**config.mk**
```make
export PLATFORM = sky130hd
export DESIGN_NAME = tate_result_reader
export DESIGN_NICKNAME = d
export VERILOG_FILES = /design/src/rtl/tate_result_reader.sv
export SDC_FILE = /design/constraint.sdc
export NUM_CORES = 1
export LEC_CHECK = 0
export CAP_MARGIN = 20
export CORE_ASPECT_RATIO = 1.25
export CORE_UTILIZATION = 41
export DETAILED_ROUTE_END_ITERATION = 8
export GPL_ROUTABILITY_DRIVEN = 1
export GPL_TIMING_DRIVEN = 0
export PLACE_DENSITY = 0.69
export SLEW_MARGIN = 30
export SYNTH_ARGS = -nofsm -noshare
export SYNTH_HDL_FRONTEND = slang
export SYNTH_SLANG_ARGS = --single-unit
```
**constraint.sdc**
```tcl
create_clock -name clk -period 2.25 [get_ports clk]
set_input_delay 0.45 -clock clk [delete_from_list [all_inputs] [get_ports clk]]
set_output_delay 0.45 -clock clk [all_outputs]
set_load 0.005 [all_outputs]
```
**src/rtl/tate_result_reader.sv**
```systemverilog
// Host-side reader for the Tate pairing core's windowed result port: walks the one-hot
// window select, captures each chunk and streams it out as words over valid/ready.
module tate_result_reader #(
    parameter int CHUNK_W = 150,
    parameter int NCHUNK  = 8,
    parameter int WORD_W  = 30
) (
    input  logic               clk,
    input  logic               reset,
    input  logic               start,
    input  logic               pair_done,
    output logic [NCHUNK-1:0]  sel,
    input  logic [CHUNK_W-1:0] pair_out,
    output logic [WORD_W-1:0]  word_data,
    output logic               word_valid,
    input  logic               word_ready,
    output logic               word_last,
    output logic               busy
);
    // state | meaning
    // WAIT  | idle, waiting for the core's done level
    // LOAD  | sel driven for one cycle, window captured at the edge
    // SEND  | shifting the captured window out word by word
    // FIN   | all windows delivered, parked until start or reset
    localparam int WPC   = CHUNK_W / WORD_W;
    localparam int IDX_W = (NCHUNK > 1) ? $clog2(NCHUNK) : 1;
    localparam int CNT_W = $clog2(WPC + 1);

    typedef enum logic [1:0] {
        WAIT = 2'd0,
        LOAD = 2'd1,
        SEND = 2'd2,
        FIN  = 2'd3
    } state_t;

    state_t             state_q, state_d;
    logic [IDX_W-1:0]   idx_q, idx_d;
    logic [CNT_W-1:0]   cnt_q, cnt_d;
    logic [CHUNK_W-1:0] shreg_q, shreg_d;
    logic [NCHUNK-1:0]  sel_q, sel_d;

    logic               last_idx;
    logic               last_cnt;
    logic [IDX_W-1:0]   idx_inc;

    assign last_idx = (idx_q == IDX_W'(NCHUNK - 1));
    assign last_cnt = (cnt_q == CNT_W'(WPC - 1));
    assign idx_inc  = idx_q + IDX_W'(1);

    always_ff @(posedge clk) begin
        if (reset) begin
            state_q <= WAIT;
            idx_q   <= '0;
            cnt_q   <= '0;
            shreg_q <= '0;
            sel_q   <= '0;
        end else begin
            state_q <= state_d;
            idx_q   <= idx_d;
            cnt_q   <= cnt_d;
            shreg_q <= shreg_d;
            sel_q   <= sel_d;
        end
    end

    // sel_d defaults to zero so the select is only ever asserted for the LOAD cycle
    always_comb begin
        state_d = state_q;
        idx_d   = idx_q;
        cnt_d   = cnt_q;
        shreg_d = shreg_q;
        sel_d   = '0;
        if (start) begin
            state_d = WAIT;
            idx_d   = '0;
            cnt_d   = '0;
            shreg_d = '0;
        end else begin
            case (state_q)
                WAIT: begin
                    if (pair_done) begin
                        state_d = LOAD;
                        sel_d   = NCHUNK'(1) << idx_q;
                    end
                end
                LOAD: begin
                    shreg_d = pair_out;
                    cnt_d   = '0;
                    state_d = SEND;
                end
                SEND: begin
                    if (word_ready) begin
                        shreg_d = shreg_q >> WORD_W;
                        cnt_d   = cnt_q + CNT_W'(1);
                        if (last_cnt) begin
                            if (last_idx) begin
                                state_d = FIN;
                            end else begin
                                idx_d   = idx_inc;
                                state_d = LOAD;
                                sel_d   = NCHUNK'(1) << idx_inc;
                            end
                        end
                    end
                end
                default: state_d = FIN;
            endcase
        end
    end

    always_comb begin
        sel        = sel_q;
        word_valid = (state_q == SEND);
        word_data  = shreg_q[WORD_W-1:0];
        word_last  = (state_q == SEND) && last_idx && last_cnt;
        busy       = (state_q == LOAD) || (state_q == SEND);
    end
endmodule

```
==> reports/summary.md, run 1 <==
Setup path
• end of the critical path: word_last
• r2r startpoint: state_q[0]
• element type at the critical path end: output pin
• cell-by-cell listing of the critical path: inv_1, ha_4, buf_12, and4_1, dlygate4sd2_1
• first element of the critical path: state_q[0]
• reg-to-reg endpoint: shreg_q[79]
• worst endpoint required time: 1.80 ns
• Arr. time, crit path: 1.70 ns
• Critical path buffers and inverters: 3
• cell family with the largest share of critical-path delay: buffers and inverters
• kind of start point of the critical path: flop
• Crit Path Max Fanout: 13
• cell with the largest stage delay on the worst path: dfxtp_2
• number of gates on the worst path with buffers counted: 5
• Setup Crit Path Kind: flop to output pin
• largest stage delay on the critical path: 0.37 ns
• cell depth of the worst flop-to-flop path: 7
• register-to-register path setup slack: 0.30 ns

Synth
• number of enable flip-flop cells after synthesis: 0
• share of synthesized flip-flops with an asynchronous set or reset: 0
• cell count after synthesis: 768
• number of register bits inferred by synthesis: 166
• number of warning messages in the yosys log: 0
• cell area after synthesis: 7756 um2
• number of distinct library cells after synthesis: 35
• dominant register cell in the synthesized netlist: dfxtp_1
• synthesized area per cell: 10.10 um2
• sequential cell area fraction in the yosys report: 0.4285
• net count after synthesis: 935

Placed design
• number of cells in the design after placement: 1191
• port buffer count: 195
• instance area at placement: 9993 um2
• final weighted congestion in routability-driven placement: 0.8107
• half-perimeter wire length after placement: 15.79 mm

Floorplan
• vertical die dimension: 155.8 um
• placeable core region: 18310 um2
• Boundary Pins: 196
• Core Rows: 55
• initial standard-cell utilization of the core: 0.4237
• Die X-Extent: 125.0 um
• Die ar.: 19480 um2

Route
• wire length reported by the detailed router: 20.72 mm
• Residual DRC: 24
• starting DRC count in detailed routing: 280
• WL/cell: 16.97 um
• via count: 6163
• number of optimization iterations in the first detailed-route pass: 7
• via density per instance: 5.048
• final antenna-violating net count: 0

Clock network
• post-CTS repair timing setup buffer count: 0
• TritonCTS clock tree: done
• clock buffers created by TritonCTS: 17
• Bufs on Longest Clock Path: 2
• CTS sink cnt: 166
• Worst-Skew Late Latency: 0.42 ns
• number of buffers added to fix hold violations after cts: 0
• clock input transition at the sequential cells of the worst setup and hold paths: 0.07 ns
• # H-tree levels: 4
• clk root buf: clkbuf_16

Global routing
• GRT Total Usage: 0.2154
• total congestion overflow after global routing: 0
• pin count of the biggest net entering global routing: 17
• number of global-route vias before repair: 6100
• wire length of the first global-routing pass: 32.47 mm
• antenna violations before repair: 0

Cells and area
• number of fill cells in the layout: 1589
• final cell utilization of the core: 0.5793
• antenna diode count: 0
• Post-layout nets: 1147
• non-filler instance count after layout: 1221
• proportion of layout cells with a drive suffix above 1: 0.1994
• area growth from synthesis to layout: 36.72%
• cell area after layout: 10600 um2

STA
• Final setup viols: 0
• Worst Tran Pin Value: 0.7320 ns
• Period minus WS final: 2.150 ns
• Final Hold Violating Endpoints: 0
• final worst clock skew: 0.009882 ns
• final number of max-transition violations: 0
• Period Utilization, post-route: 0.9557
• max_slew headroom: 0.5120
• RSZ-0062 raised after global routing: no
• final setup TNS: 0 ns
• fmax: 465.0 MHz

Power
• maximum vdd drop: 448.0 uV
• leakage power: 0.003533 uW
• Design Power: 7116 uW
• Pwr Density: 671.1 nW/um2

Hold path
• Hold WC Path Type: flop to flop

Run
• Maximum Capacitance Violations: 0

Run status
• failing checks: design-rule violations
• run status: finished, violations left

[sequential cells by signal, summed over array words and instances, names as in the netlist]
signal	flops
shreg_q	150
sel	8
cnt_q	3
idx_q	3
state_q	2
[cells in the mapped netlist, drive strengths merged (4+ instances only)]
library cell | count | share of area
mux2i | 121 | 0.16
clkbuf | 20 | 0.0097
nor2 | 152 | 0.074
inv | 8 | 0.0039
nand2 | 11 | 0.0053
o21ai | 4 | 0.0026
a211oi | 122 | 0.17
dfxtp | 166 | 0.43
nand4 | 7 | 0.0056
ha | 12 | 0.019
buf | 77 | 0.063
nand3 | 4 | 0.0026
a22oi | 30 | 0.029
a21oi | 11 | 0.0071
[power by group]
part | switching (uW) | internal, uW | total [uW]
clock | 1260 | 1470 | 2730
combinational | 650 | 630 | 1280
sequential | 60.4 | 3050 | 3110
[metal layers]
layer / GRT usage / wire [um]
met5: 0 / 0
met4: 0.06504 / 295
met3: 0.04938 / 940
met2: 0.3860 / 10530
met1: 0.2552 / 8954
[repair_timing]
action                                  in CTS  in global routing
gates cloned                                 1                  0
resized for setup                            9                  3
endpoints found under the setup margin       1                  1
[kinds of logic after synthesis]
logic type               share of synthesized area
AND/OR/NAND/NOR                            0.09841
AO/OA/AOI/OAI                               0.2170
flip-flops                                  0.4285
multiplexers                                0.1581
buffers and inverters                      0.07646
adder cells (fa/ha/maj)                    0.01936
XOR/XNOR                                  0.002259
[worst register-to-register path, stage by stage, from the launching register on]
cell      delay [ns]
dfxtp_2         0.35
inv_1           0.12
ha_4            0.18
buf_12          0.15
buf_4           0.21
buf_2           0.34
mux2i_1         0.36
a211oi_2        0.11
[how the worst min path moves through the flow]
stage                     from          to  slack (ns)  cells past startpoint
floorplan             cnt_q[0]    cnt_q[0]        0.45                      2
global placement      cnt_q[0]    cnt_q[0]        0.46                      2
detailed placement    cnt_q[0]    cnt_q[0]        0.48                      2
CTS                   cnt_q[0]    cnt_q[0]        0.49                      2
global route        shreg_q[2]  shreg_q[2]        0.52                      2
finish                cnt_q[0]    cnt_q[0]        0.48                      2
[area by class of cell]
cell class	count	area, um2	area share
buffer	94	551.8	0.05204
sequential	166	3328	0.3139
timing repair buffer	196	1983	0.1870
multi-input combinational	497	3867	0.3647
clock inverter	14	118.9	0.01121
inverter	8	30.03	0.002832
tap	228	285.3	0.02690
clock buffer	18	439.2	0.04142
[through the flow]
step,setup WS [ns],hold WS (ns)
6_report,0.09960,0.4783
5_1_grt,0.005939,0.5181
4_1_cts,0.05532,0.4862
3_5_place_dp,-0.2209,0.4773
3_3_place_gp,-0.2221,0.4639
2_1_floorplan,0.4761,0.4492
[cell usage in the layout (no fill, tap or decap), types with 17 or more instances in the layout]
| cell type | n |
|---|---|
| clkdlybuf4s50_1 | 194 |
| dfxtp_1 | 162 |
| nor2_1 | 152 |
| mux2i_1 | 121 |
| a211oi_2 | 80 |
| a211oi_1 | 42 |
| buf_2 | 41 |
| buf_4 | 31 |
| a22oi_1 | 30 |
| clkbuf_1 | 19 |
| clkbuf_16 | 17 |
Power figures use the tool's default switching activity.
==> run 2, diff against run 1 <==
- SKIP_LAST_GASP: default -> 1
==> run 2 against run 1 <==
  * The flow still finishes with violations (design-rule violations)
  * Flip-flop and latch count unchanged
  * Clock power about the same
  * Sequential power about the same
  * Cell area about the same
  * Non-clock buffer count unchanged
  * Cell count unchanged
  * Sequential share of layout area about the same
  * Clock skew about the same
==> reports/summary.md, run 2 (same netlist as run 1, synthesis figures left out) <==
Cells and area
• most frequent cells in the layout: clkdlybuf4s50_1 (194), dfxtp_1 (162), nor2_1 (152), mux2i_1 (121), a211oi_2 (80)
• total area of sequential cells: 3328 um2, unchanged
• Post-layout nets: 1147, unchanged
• area growth from synthesis to layout: 36.68%, about the same
• footprint of the multi-input gates: 3865 um2, about the same
• max reg flops: 150, unchanged
• final cell utilization of the core: 0.5792, about the same
• cell area after layout: 10600 um2, about the same
• most common cell after layout, fill and taps aside: clkdlybuf4s50_1
• number of fill cells in the layout: 1589, unchanged
• antenna diode count: 0, unchanged
• register with the highest flop count: shreg_q
• proportion of layout cells with a drive suffix above 1: 0.1984, -0.001007

Global routing
• pin count of the biggest net entering global routing: 17, unchanged
• antenna violations before repair: 0, unchanged
• GRT Total Usage: 0.2154, unchanged
• wire length of the first global-routing pass: 32.47 mm, unchanged
• number of global-route vias before repair: 6100, unchanged
• total congestion overflow after global routing: 0, unchanged

Floorplan
• initial standard-cell utilization of the core: 0.4237, unchanged
• vertical die dimension: 155.8 um, unchanged
• Die X-Extent: 125.0 um, unchanged
• placeable core region: 18310 um2, unchanged
• Die ar.: 19480 um2, unchanged
• Boundary Pins: 196, unchanged
• Core Rows: 55, unchanged

Setup path
• Setup Crit Path Kind: flop to output pin
• Crit Path Max Fanout: 7, -6
• r2r startpoint: state_q[0]
• worst endpoint required time: 1.80 ns, about the same
• element type at the critical path end: output pin
• first element of the critical path: idx_q[0]
• Arr. time, crit path: 1.71 ns, about the same
• kind of start point of the critical path: flop
• register-to-register path setup slack: 0.30 ns, about the same

Route
• final antenna-violating net count: 0, unchanged
• via count: 6176, +0.21%
• Residual DRC: 24, unchanged
• WL/cell: 16.96 um, about the same
• via density per instance: 5.058, +0.21%
• starting DRC count in detailed routing: 280, unchanged
• wire length reported by the detailed router: 20.71 mm, about the same
• number of optimization iterations in the first detailed-route pass: 7, unchanged

Clock network
• clk root buf: clkbuf_16
• post-CTS repair timing setup buffer count: 0, unchanged
• Bufs on Longest Clock Path: 2, unchanged
• # H-tree levels: 4, unchanged
• clock buffers created by TritonCTS: 17, unchanged
• clock input transition at the sequential cells of the worst setup and hold paths: 0.07 ns, about the same
• TritonCTS clock tree: done
• Worst-Skew Late Latency: 0.42 ns, about the same
• CTS sink cnt: 166, unchanged

STA
• Final Hold Violating Endpoints: 0, unchanged
• final number of max-transition violations: 0, unchanged
• RSZ-0062 raised after global routing: yes
• fmax: 463.3 MHz, -0.37%
• max_slew headroom: 0.5117, about the same
• Worst Tran Pin Value: 0.7325 ns, +0.0004740 ns
• final setup TNS: 0 ns, unchanged
• final worst clock skew: 0.009454 ns, -0.0004276 ns
• Final setup viols: 0, unchanged
• Period Utilization, post-route: 0.9593, +0.003534
• Period minus WS final: 2.158 ns, +0.007951 ns

Run status
• failing checks: design-rule violations
• run status: finished, violations left

Placed design
• instance area at placement: 9993 um2, unchanged
• half-perimeter wire length after placement: 15.79 mm, unchanged
• final weighted congestion in routability-driven placement: 0.8107, unchanged
• port buffer count: 195, unchanged

Power
• switching part of the total power: 0.2769, about the same
• sw power: 1971 uW, about the same
• sequential share of power: 0.437, about the same
• part of the total power dissipated in combinational logic: 0.180, about the same
• leakage power: 0.003532 uW, about the same
• Pwr Density: 671.3 nW/um2, about the same
• maximum vdd drop: 448.1 uV, about the same
• clock power share: 0.383, about the same
• cell-internal power: 5146 uW, unchanged

Hold path
• Hold WC Path Type: flop to flop
• start point of the worst min-delay path: cnt_q[0]

Run
• Maximum Capacitance Violations: 0, unchanged

-- run 2: cell type report --
class,count,area share
clock inverters,14,0.01121
repair buffers,196,0.1871
flip-flops and latches,166,0.3139
well taps,228,0.02691
plain buffers,94,0.05205
multi-input cells,497,0.3646
inverters,8,0.002833
clock buffers,18,0.04143
-- run 2: final timing paths --
path,end,cells after the start
hold reg to reg,cnt_q[0],2
setup / recovery,word_last,4
hold / removal,cnt_q[0],2
setup reg to reg,shreg_q[79],7
-- run 2: critical path: stages, from the launching register on --
cell	delay (ns)
dfxtp_2	0.39
ha_4	0.19
and2_1	0.21
and4_1	0.23
dlygate4sd2_1	0.26
-- run 2: what timing repair did --
action,4_1_cts,5_1_grt
hold buffers,0,0
resized for setup,9,2
gates cloned,1,0
setup endpoints to repair,1,1
hold endpoints to repair,0,0
-- run 2: routing by layer --
metal	vias to the layer above	routed length, um	GRT usage
li1	3161	-	-
met1	2841	8938	0.2552
met2	153	10520	0.3860
met3	21	956	0.04938
met4	0	295	0.06504
met5	-	0	0
-- run 2: per-stage QoR --
step                hold slack [ns]  worst slack (ns)  std cells  total power, uW
finish                       0.4783           0.09165       1221             7116
global placement             0.4639           -0.2221       1191             4442
detailed placement           0.4773           -0.2209       1191             4442
CTS                          0.4862           0.05532       1221             7183
floorplan                    0.4492            0.4761        768             3914
global route                 0.5181          -0.01034       1221             7428
-- run 2: power groups by stage --
| stage | registers (uW) | logic, uW | clock network [uW] |
|---|---|---|---|
| CTS | 3110 | 1290 | 2790 |
| finish | 3110 | 1280 | 2730 |
| detailed placement | 3180 | 1270 | 0 |
| global route | 3120 | 1390 | 2920 |
| floorplan | 3160 | 758 | 0 |
| global placement | 3170 | 1270 | 0 |
